### config.mk
export PLATFORM = sky130hd
export DESIGN_NAME = slicer_bank_cal
export DESIGN_NICKNAME = d
export VERILOG_FILES = /design/src/rtl/slicer_cal_pkg.sv /design/src/rtl/slicer_sar_vote.sv /design/src/rtl/slicer_bank_cal.sv
export SDC_FILE = /design/constraint.sdc
export NUM_CORES = 1
export LEC_CHECK = 0
export ABC_CLOCK_PERIOD_IN_PS = 2850
export BUFFER_PORTS_ARGS = -buffer_cell sky130_fd_sc_hd__buf_2
export CAP_MARGIN = 5
export CORE_UTILIZATION = 56
export DETAILED_ROUTE_END_ITERATION = 7
export GPL_TIMING_DRIVEN = 1
export PLACE_DENSITY = 0.8
export SYNTH_ARGS = -nofsm -noshare
export SYNTH_HDL_FRONTEND = slang
export SYNTH_HIERARCHICAL = 1
export SYNTH_SLANG_ARGS = --single-unit
### constraint.sdc
create_clock -name trig -period 2.85 [get_ports trig]
set_input_delay 0.57 -clock trig [delete_from_list [all_inputs] [get_ports trig]]
set_output_delay 0.57 -clock trig [all_outputs]
set_load 0.05 [all_outputs]
### src/rtl/slicer_cal_pkg.sv
// Shared types and helpers for the slicer bank offset-calibration controller.
package slicer_cal_pkg;

  typedef enum logic [2:0] {
    ST_IDLE,
    ST_SETTLE,
    ST_ACCUM,
    ST_DECIDE,
    ST_NEXT_CH,
    ST_DONE
  } cal_state_t;

  // Midscale code (zero offset) for a trim word of width w.
  function automatic logic [31:0] trim_mid(input int unsigned w);
    return 32'd1 << (w - 1);
  endfunction

  // One-hot trial bit for SAR step idx.
  function automatic logic [31:0] trial_bit(input int unsigned idx);
    return 32'd1 << idx;
  endfunction

endpackage

### src/rtl/slicer_sar_vote.sv
// Per-bit SAR timing and majority vote: settle wait, sample accumulation, keep decision.
module slicer_sar_vote #(
  parameter int unsigned AVG_LOG2 = 4,
  parameter int unsigned SETTLE   = 3
) (
  input  logic clk,
  input  logic rst,
  input  logic in_settle,
  input  logic in_accum,
  input  logic in_decide,
  input  logic comp_bit,
  output logic settle_done,
  output logic accum_done,
  output logic keep
);

  localparam int unsigned NACC   = 1 << AVG_LOG2;
  localparam int unsigned CMAX   = (SETTLE > NACC) ? SETTLE : NACC;
  localparam int unsigned CNT_W  = $clog2(CMAX + 1);
  localparam int unsigned ONES_W = AVG_LOG2 + 1;

  logic [CNT_W-1:0]  cnt;
  logic [ONES_W-1:0] ones;

  assign settle_done = in_settle && (cnt == CNT_W'(SETTLE - 1));
  assign accum_done  = in_accum && (cnt == CNT_W'(NACC - 1));
  // A tie at exactly half the samples keeps the trial bit.
  assign keep        = (ones >= ONES_W'(NACC / 2));

  always_ff @(posedge clk) begin
    if (rst) begin
      cnt  <= '0;
      ones <= '0;
    end else begin
      if (in_settle) begin
        cnt <= settle_done ? '0 : cnt + 1'b1;
      end
      if (in_accum) begin
        cnt  <= accum_done ? '0 : cnt + 1'b1;
        ones <= ones + ONES_W'(comp_bit);
      end
      if (in_decide) begin
        cnt  <= '0;
        ones <= '0;
      end
    end
  end

endmodule

### src/rtl/slicer_bank_cal.sv
// N-channel slicer decision register with per-channel trim and foreground SAR offset calibration.
module slicer_bank_cal
  import slicer_cal_pkg::*;
#(
  parameter int unsigned NCH      = 4,
  parameter int unsigned TRIM_W   = 6,
  parameter int unsigned AVG_LOG2 = 4,
  parameter int unsigned SETTLE   = 3,
  localparam int unsigned CH_W    = (NCH > 1) ? $clog2(NCH) : 1
) (
  input  logic                  trig,
  input  logic                  rst,
  input  logic [NCH-1:0]        comp,
  input  logic                  cal_start,
  input  logic                  trim_wr,
  input  logic [CH_W-1:0]       trim_waddr,
  input  logic [TRIM_W-1:0]     trim_wdata,
  output logic [NCH-1:0]        dout,
  output logic [NCH*TRIM_W-1:0] trim,
  output logic                  cal_short,
  output logic                  cal_busy,
  output logic                  cal_done,
  output logic [CH_W-1:0]       cal_ch
);

  localparam int unsigned BI_W = (TRIM_W > 1) ? $clog2(TRIM_W) : 1;
  localparam logic [TRIM_W-1:0] MID = TRIM_W'(trim_mid(TRIM_W));

  cal_state_t        state, state_nx;
  logic [TRIM_W-1:0] trim_q [NCH];
  logic [BI_W-1:0]   bit_idx;
  logic [TRIM_W-1:0] trial;
  logic              cur_comp;
  logic              last_ch;
  logic              idle_like;
  logic              settle_done, accum_done, keep;

  assign idle_like = (state == ST_IDLE) || (state == ST_DONE);
  assign cal_busy  = !idle_like;
  assign cal_short = !idle_like;
  assign cal_done  = (state == ST_DONE);
  assign last_ch   = (cal_ch == CH_W'(NCH - 1));
  assign trial     = TRIM_W'(trial_bit(32'(bit_idx)));

  always_comb begin
    cur_comp = 1'b0;
    for (int unsigned k = 0; k < NCH; k++) begin
      if (cal_ch == CH_W'(k)) cur_comp = comp[k];
    end
  end

  always_comb begin
    trim = '0;
    for (int unsigned k = 0; k < NCH; k++) begin
      trim[k*TRIM_W +: TRIM_W] = trim_q[k];
    end
  end

  slicer_sar_vote #(
    .AVG_LOG2 (AVG_LOG2),
    .SETTLE   (SETTLE)
  ) u_vote (
    .clk         (trig),
    .rst         (rst),
    .in_settle   (state == ST_SETTLE),
    .in_accum    (state == ST_ACCUM),
    .in_decide   (state == ST_DECIDE),
    .comp_bit    (cur_comp),
    .settle_done (settle_done),
    .accum_done  (accum_done),
    .keep        (keep)
  );

  always_ff @(posedge trig) begin
    if (rst) state <= ST_IDLE;
    else     state <= state_nx;
  end

  always_comb begin
    state_nx = state;
    unique case (state)
      ST_IDLE, ST_DONE: if (cal_start) state_nx = ST_SETTLE;
      ST_SETTLE:        if (settle_done) state_nx = ST_ACCUM;
      ST_ACCUM:         if (accum_done) state_nx = ST_DECIDE;
      ST_DECIDE:        state_nx = (bit_idx != '0) ? ST_SETTLE : ST_NEXT_CH;
      ST_NEXT_CH:       state_nx = last_ch ? ST_DONE : ST_SETTLE;
      default:          state_nx = ST_IDLE;
    endcase
  end

  always_ff @(posedge trig) begin
    if (rst) begin
      cal_ch  <= '0;
      bit_idx <= '0;
    end else begin
      if (idle_like && cal_start) begin
        cal_ch  <= '0;
        bit_idx <= BI_W'(TRIM_W - 1);
      end else if (state == ST_DECIDE && bit_idx != '0) begin
        bit_idx <= bit_idx - 1'b1;
      end else if (state == ST_NEXT_CH && !last_ch) begin
        cal_ch  <= cal_ch + 1'b1;
        bit_idx <= BI_W'(TRIM_W - 1);
      end
    end
  end

  // DECIDE resolves the current trial bit and arms the next lower one in a single write.
  always_ff @(posedge trig) begin
    if (rst) begin
      for (int unsigned k = 0; k < NCH; k++) trim_q[k] <= MID;
    end else if (idle_like) begin
      if (cal_start) begin
        trim_q[0] <= MID;
      end else if (trim_wr) begin
        for (int unsigned k = 0; k < NCH; k++) begin
          if (trim_waddr == CH_W'(k)) trim_q[k] <= trim_wdata;
        end
      end
    end else if (state == ST_DECIDE) begin
      for (int unsigned k = 0; k < NCH; k++) begin
        if (cal_ch == CH_W'(k)) begin
          trim_q[k] <= (trim_q[k] & ~trial)
                     | (keep ? trial : '0)
                     | ((bit_idx != '0) ? (trial >> 1) : '0);
        end
      end
    end else if (state == ST_NEXT_CH && !last_ch) begin
      for (int unsigned k = 0; k < NCH; k++) begin
        if ((cal_ch + 1'b1) == CH_W'(k)) trim_q[k] <= MID;
      end
    end
  end

  always_ff @(posedge trig) begin
    if (rst)            dout <= '0;
    else if (!cal_busy) dout <= comp;
  end

endmodule

# --- Word-level counts from Yosys, hierarchy flattened ---
# Memories as Yosys holds them, arrays and structs flattened.
# Index checks and enable logic that the tools add are counted.
# Widths: inputs -> output; s select.
word_totals:
  regBits: 22
  ram_bits: 24
  in_bits: 16
  elab_cells: 187
  n_memories: 1
mem_list:
  columns: ["name", "depth", "word_bits", "rd", "rd_clocked_by_memory_dff", "wr", "line_no", "text"]
  rows:
  - ["trim_q", 4, 6, 4, 0, 4, "slicer_bank_cal.sv:30", "logic [TRIM_W-1:0] trim_q [NCH];"]
classes:
  n_addsub: 4
  n_lt_le_gt_ge: 1
  n_eq_ne: 19
  shifts: 1
  mux: 106
  n_bitwise: 27
  n_reduce_logical: 21
op_table:
  columns: ["op", "count"]
  rows:
  - ["$mux 6", 14]
  - ["$mux 1", 78]
  - ["$or 6x6->6", 7]
  - ["$mux 5", 5]
  - ["$and 6x6->6", 4]
  - ["$mux 3", 8]
  - ["$pmux 3 s5", 1]
  - ["$or 1x1->1", 13]
  - ["$eq 2x2->1 const B", 6]
  - ["$eq 2x1->1 const B", 3]
  - ["$eq 3x2->1 const B", 2]
  - ["$eq 3x3->1 const B", 2]
  - ["$logic_not 2->1", 3]
  - ["$ne 2x2->1 const B", 3]
  - ["$not 6->6", 1]
  - ["$or 6x5->6", 1]
  - ["$reduce_bool 3->1", 2]
  - ["$reduce_or 2->1", 3]
  - ["$shl 1x3->6 const A", 1]
  - ["$add 5x1->5", 1]
  - ["$add 5x1->5 const B", 1]
  - ["$eq 5x2->1 const B", 1]
  - ["$eq 5x4->1 const B", 1]
  - ["$ge 5x4->1 const B", 1]
  - ["other kinds (11)", 17]

# --- Longest topological paths before layout ---
logic_depth:
  word_depth: 10
  mapped_depth: 11

# --- By module ---
# The synthesis kept the hierarchy.
by_module_without_submodules:
  columns: ["module", "instances", "cells_each", "area_per_inst_um2", "seq_area_each_um2"]
  rows:
  - ["slicer_bank_cal", 1, 236, 2270.9, 960.9]
  - ["slicer_sar_vote", 1, 66, 586.8, 200.2]

# --- Worst setup path before layout ---
# No wires, ideal clock.
synth_path:
  path_type: "flip-flop to flip-flop"
  from: "register cal_ch[0]"
  to: "memory trim_q[1][0] (enable)"
  setup_time_ps: 320
  arrival_time_ps: 2247
  required_time_ps: 2530
  setup_slack_ps: 283
  path_stages_with_launch: 7
  path_buffers: 1
  cell_sequence: "dfxtp_1 inv_1 ha_1 buf_6 or4_4 a22oi_1 a221o_1"
synth_lines:
  columns: ["element", "line_no", "text"]
  rows:
  - ["from (decl)", "slicer_bank_cal.sv:23", "output logic [CH_W-1:0] cal_ch"]
  - ["from (signal assigned)", "slicer_bank_cal.sv:102", "cal_ch <= cal_ch + 1'b1;"]
  - ["to (decl)", "slicer_bank_cal.sv:30", null]

==> impl_metrics.csv <==
group,metric,value,unit
timing,slew_headroom,0.518,
flow_run,drv_cap,0,
timing,max_freq,404,MHz
critical_path,cp-end-kind,"flip-flop",
clock_network,cts.root.buffer_cell,"clkbuf_8",
synth,yosys.area_share.simple,0.212,
cells_and_area,num-fill-cells,421,
synth,muxShareOfSynthArea,0.0180,
synth,async_flop_share,0,
global_routing,grt_start_max_net_pins,18,
pwr,ir_worst_vdd,0.265,mV
die,io_pins,49,
synth,ys_warn_count,6,
die,core,4820,sq um
synth,avgSynthCellArea,9.46,sq um
synth,synth_compound_area_frac,0.225,
synth,synth_nets,333,
critical_path,crit_arrival,2450,ps
clock_network,cts_max_level,2,
cells_and_area,num_antenna_cells,0,
clock_network,cts_setup_buffers,0,
placement,routabilityCongestion,0.848,
die,dieArea,5390,sq um
pwr,p_leak,1.28,nW
timing,skew,9.55,ps
cells_and_area,mostFrequentLayoutCell,"buf_2",
cells_and_area,areaGrowthSynthToFinish,13.1,%
global_routing,grt_pass1_vias,2195,
timing,hold_viol,0,
clock_network,hold_buffers,0,
timing,rsz0062_at_grt,"false",
timing,period_needed,2480,ps
synth,synth_area,2860,sq um
critical_path,cp_max_fo,8,
die,die_y,73.4,microns
synth,synth-edff-count,24,
routing,via_per_inst,5.91,
routing,met1_length,2960,microns
clock_network,cts-buffers-inserted,5,
critical_path,critPathRequiredTime,2820,ps
routing,wl_met2,3240,microns
clock_network,cts.path.max_buffers,2,
clock_network,path_clk_slew,90,ps
cells_and_area,fin_cells,418,
global_routing,grt_overflow,0,
routing,ant_nets,0,
pwr,power.density,448,nW/um^2
routing,vias,2469,
clock_network,ctsResizeCount,0,
pwr,power,0.00145,W
cells_and_area,seq_area,1160,sq um
timing,finalSetupTns,0,ps
timing,setup_viol,0,
die,row_count,25,
placement,dp.cells,410,
timing,worstMarginPinSlew,716,ps
routing,wl_met3,394,microns
clock_network,clk_latency,310,ps
routing,wl,6690,microns
clock_network,cts_sinks,46,
cells_and_area,design_area,3230,sq um
synth,synth_top_family_by_area,"compound AO/OA/AOI/OAI gates",
run_status,status,"completed",
cells_and_area,nets,381,
die,start_util,0.593,
routing,avgRoutedWirePerCell,16.0,microns
global_routing,antenna_found_initial,0,
synth,ys_types,62,
cells_and_area,multiInputGateArea,1540,sq um
placement,dp_hpwl,4740,microns
routing,drt_iter0_markers,209,
clock_network,cts_tree,"built",
synth,synth_xor_area_frac,0.0184,
timing,slew_viol_final,0,
die,die_x,73.4,microns
global_routing,grt_pass1_wl,10600,microns
cells_and_area,drive_gt1_frac,0.234,
timing,timing.final.crit_share,0.869,
hold_path,hold_path_class,"flip-flop to flip-flop",
synth,synth_seq_cells,46,
routing,dr.pass1.iters,5,
placement,port_buffers,48,
cells_and_area,final_cell_mix,"buf_2, a21oi_1, nand2_1",
critical_path,worstSetupPathType,"flip-flop to flip-flop",
placement,dpl_cell_area,3140,sq um
critical_path,start_kind,"flip-flop",
synth,syn_inst,302,
routing,drc,0,
synth,ys_seq_area_frac,0.406,
routing,dr.max_layer_used,"met4",
synth,synthAdderAreaFrac,0.0657,
global_routing,grt_use_total,0.260,
synth,synth_ff_type,"edfxtp_1",
power by group:
group,leakage [nW],internal [W],total [W],switching [W]
Sequential,0.421,0.000728,0.000754,0.0000258
Combinational,0.816,0.0000801,0.000280,0.000200
Clock,0.0441,0.000173,0.000415,0.000242
worst max-delay path: stages, from the launching register on:
cell	delay (ps)
dfxtp_1	400
inv_1	110
ha_1	320
or4_4	560
a22oi_1	280
a221o_1	460
worst paths after layout:
kind | from | end | slack (ps) | cells past startpoint
max | cal_ch[0]$_SDFFE_PP0P_ | trim_q[1][3]$_SDFFCE_PP0P_ | 370 | 5
min reg2reg | dout[0]$_SDFFE_PP0N_ | dout[0]$_SDFFE_PP0N_ | 460 | 2
max reg2reg | cal_ch[0]$_SDFFE_PP0P_ | trim_q[1][3]$_SDFFCE_PP0P_ | 370 | 5
min | dout[0]$_SDFFE_PP0N_ | dout[0]$_SDFFE_PP0N_ | 460 | 2
flip-flops by register name, summed over array words and instances (netlist names), named ones only:
| register | flops |
|---|---|
| dout | 4 |
| bit_idx | 3 |
| state | 3 |
| trim_q | 23 |
| u_vote/cnt | 5 |
| u_vote/ones | 5 |
| cal_ch | 2 |
kinds of logic after synthesis:
family | Yosys count
buf+inv | 32
fa+ha+maj | 15
xor+xnor | 6
compound gates | 95
flops | 46
mux | 5
simple gates | 103
synthesized netlist by cell type (all sizes together), types with 4 or more instances:
cell     count  share of area
a211oi       5          0.013
a21oi       31          0.054
and3         5          0.011
buf         10          0.026
dfxtp       22           0.15
edfxtp      24           0.25
ha          15          0.066
inv         19          0.025
mux2i        4          0.014
nand2       31          0.041
nand2b      11          0.027
nand3        5          0.011
nor2        17          0.025
nor2b        4         0.0088
nor3         7          0.023
o21a         6          0.016
o21ai       15          0.028
o2bb2ai     10          0.031
or3          4         0.0088
xor2         4          0.012
layout make-up:
class,count,share of cell area
repair buffers,54,0.0883
flip-flops and latches,46,0.359
multi-input cells,224,0.477
well taps,67,0.0259
clock inverters,3,0.00658
clock buffers,5,0.0213
inverters,19,0.0221
layer usage:
metal / GRT usage / vias up
met5: 0 / -
met4: 0.0897 / 0
met3: 0.0343 / 11
met1: 0.351 / 1151
li1: - / 1211
met2: 0.431 / 96
per-stage QoR:
stage	util	hold WS, ps	setup slack, ps
3_3_place_gp	0.652	444	523
6_report	0.671	455	374
4_1_cts	0.671	460	400
3_5_place_dp	0.652	447	394
2_1_floorplan	-	465	283
5_1_grt	0.671	497	319
(Power assumes the default switching activity.)
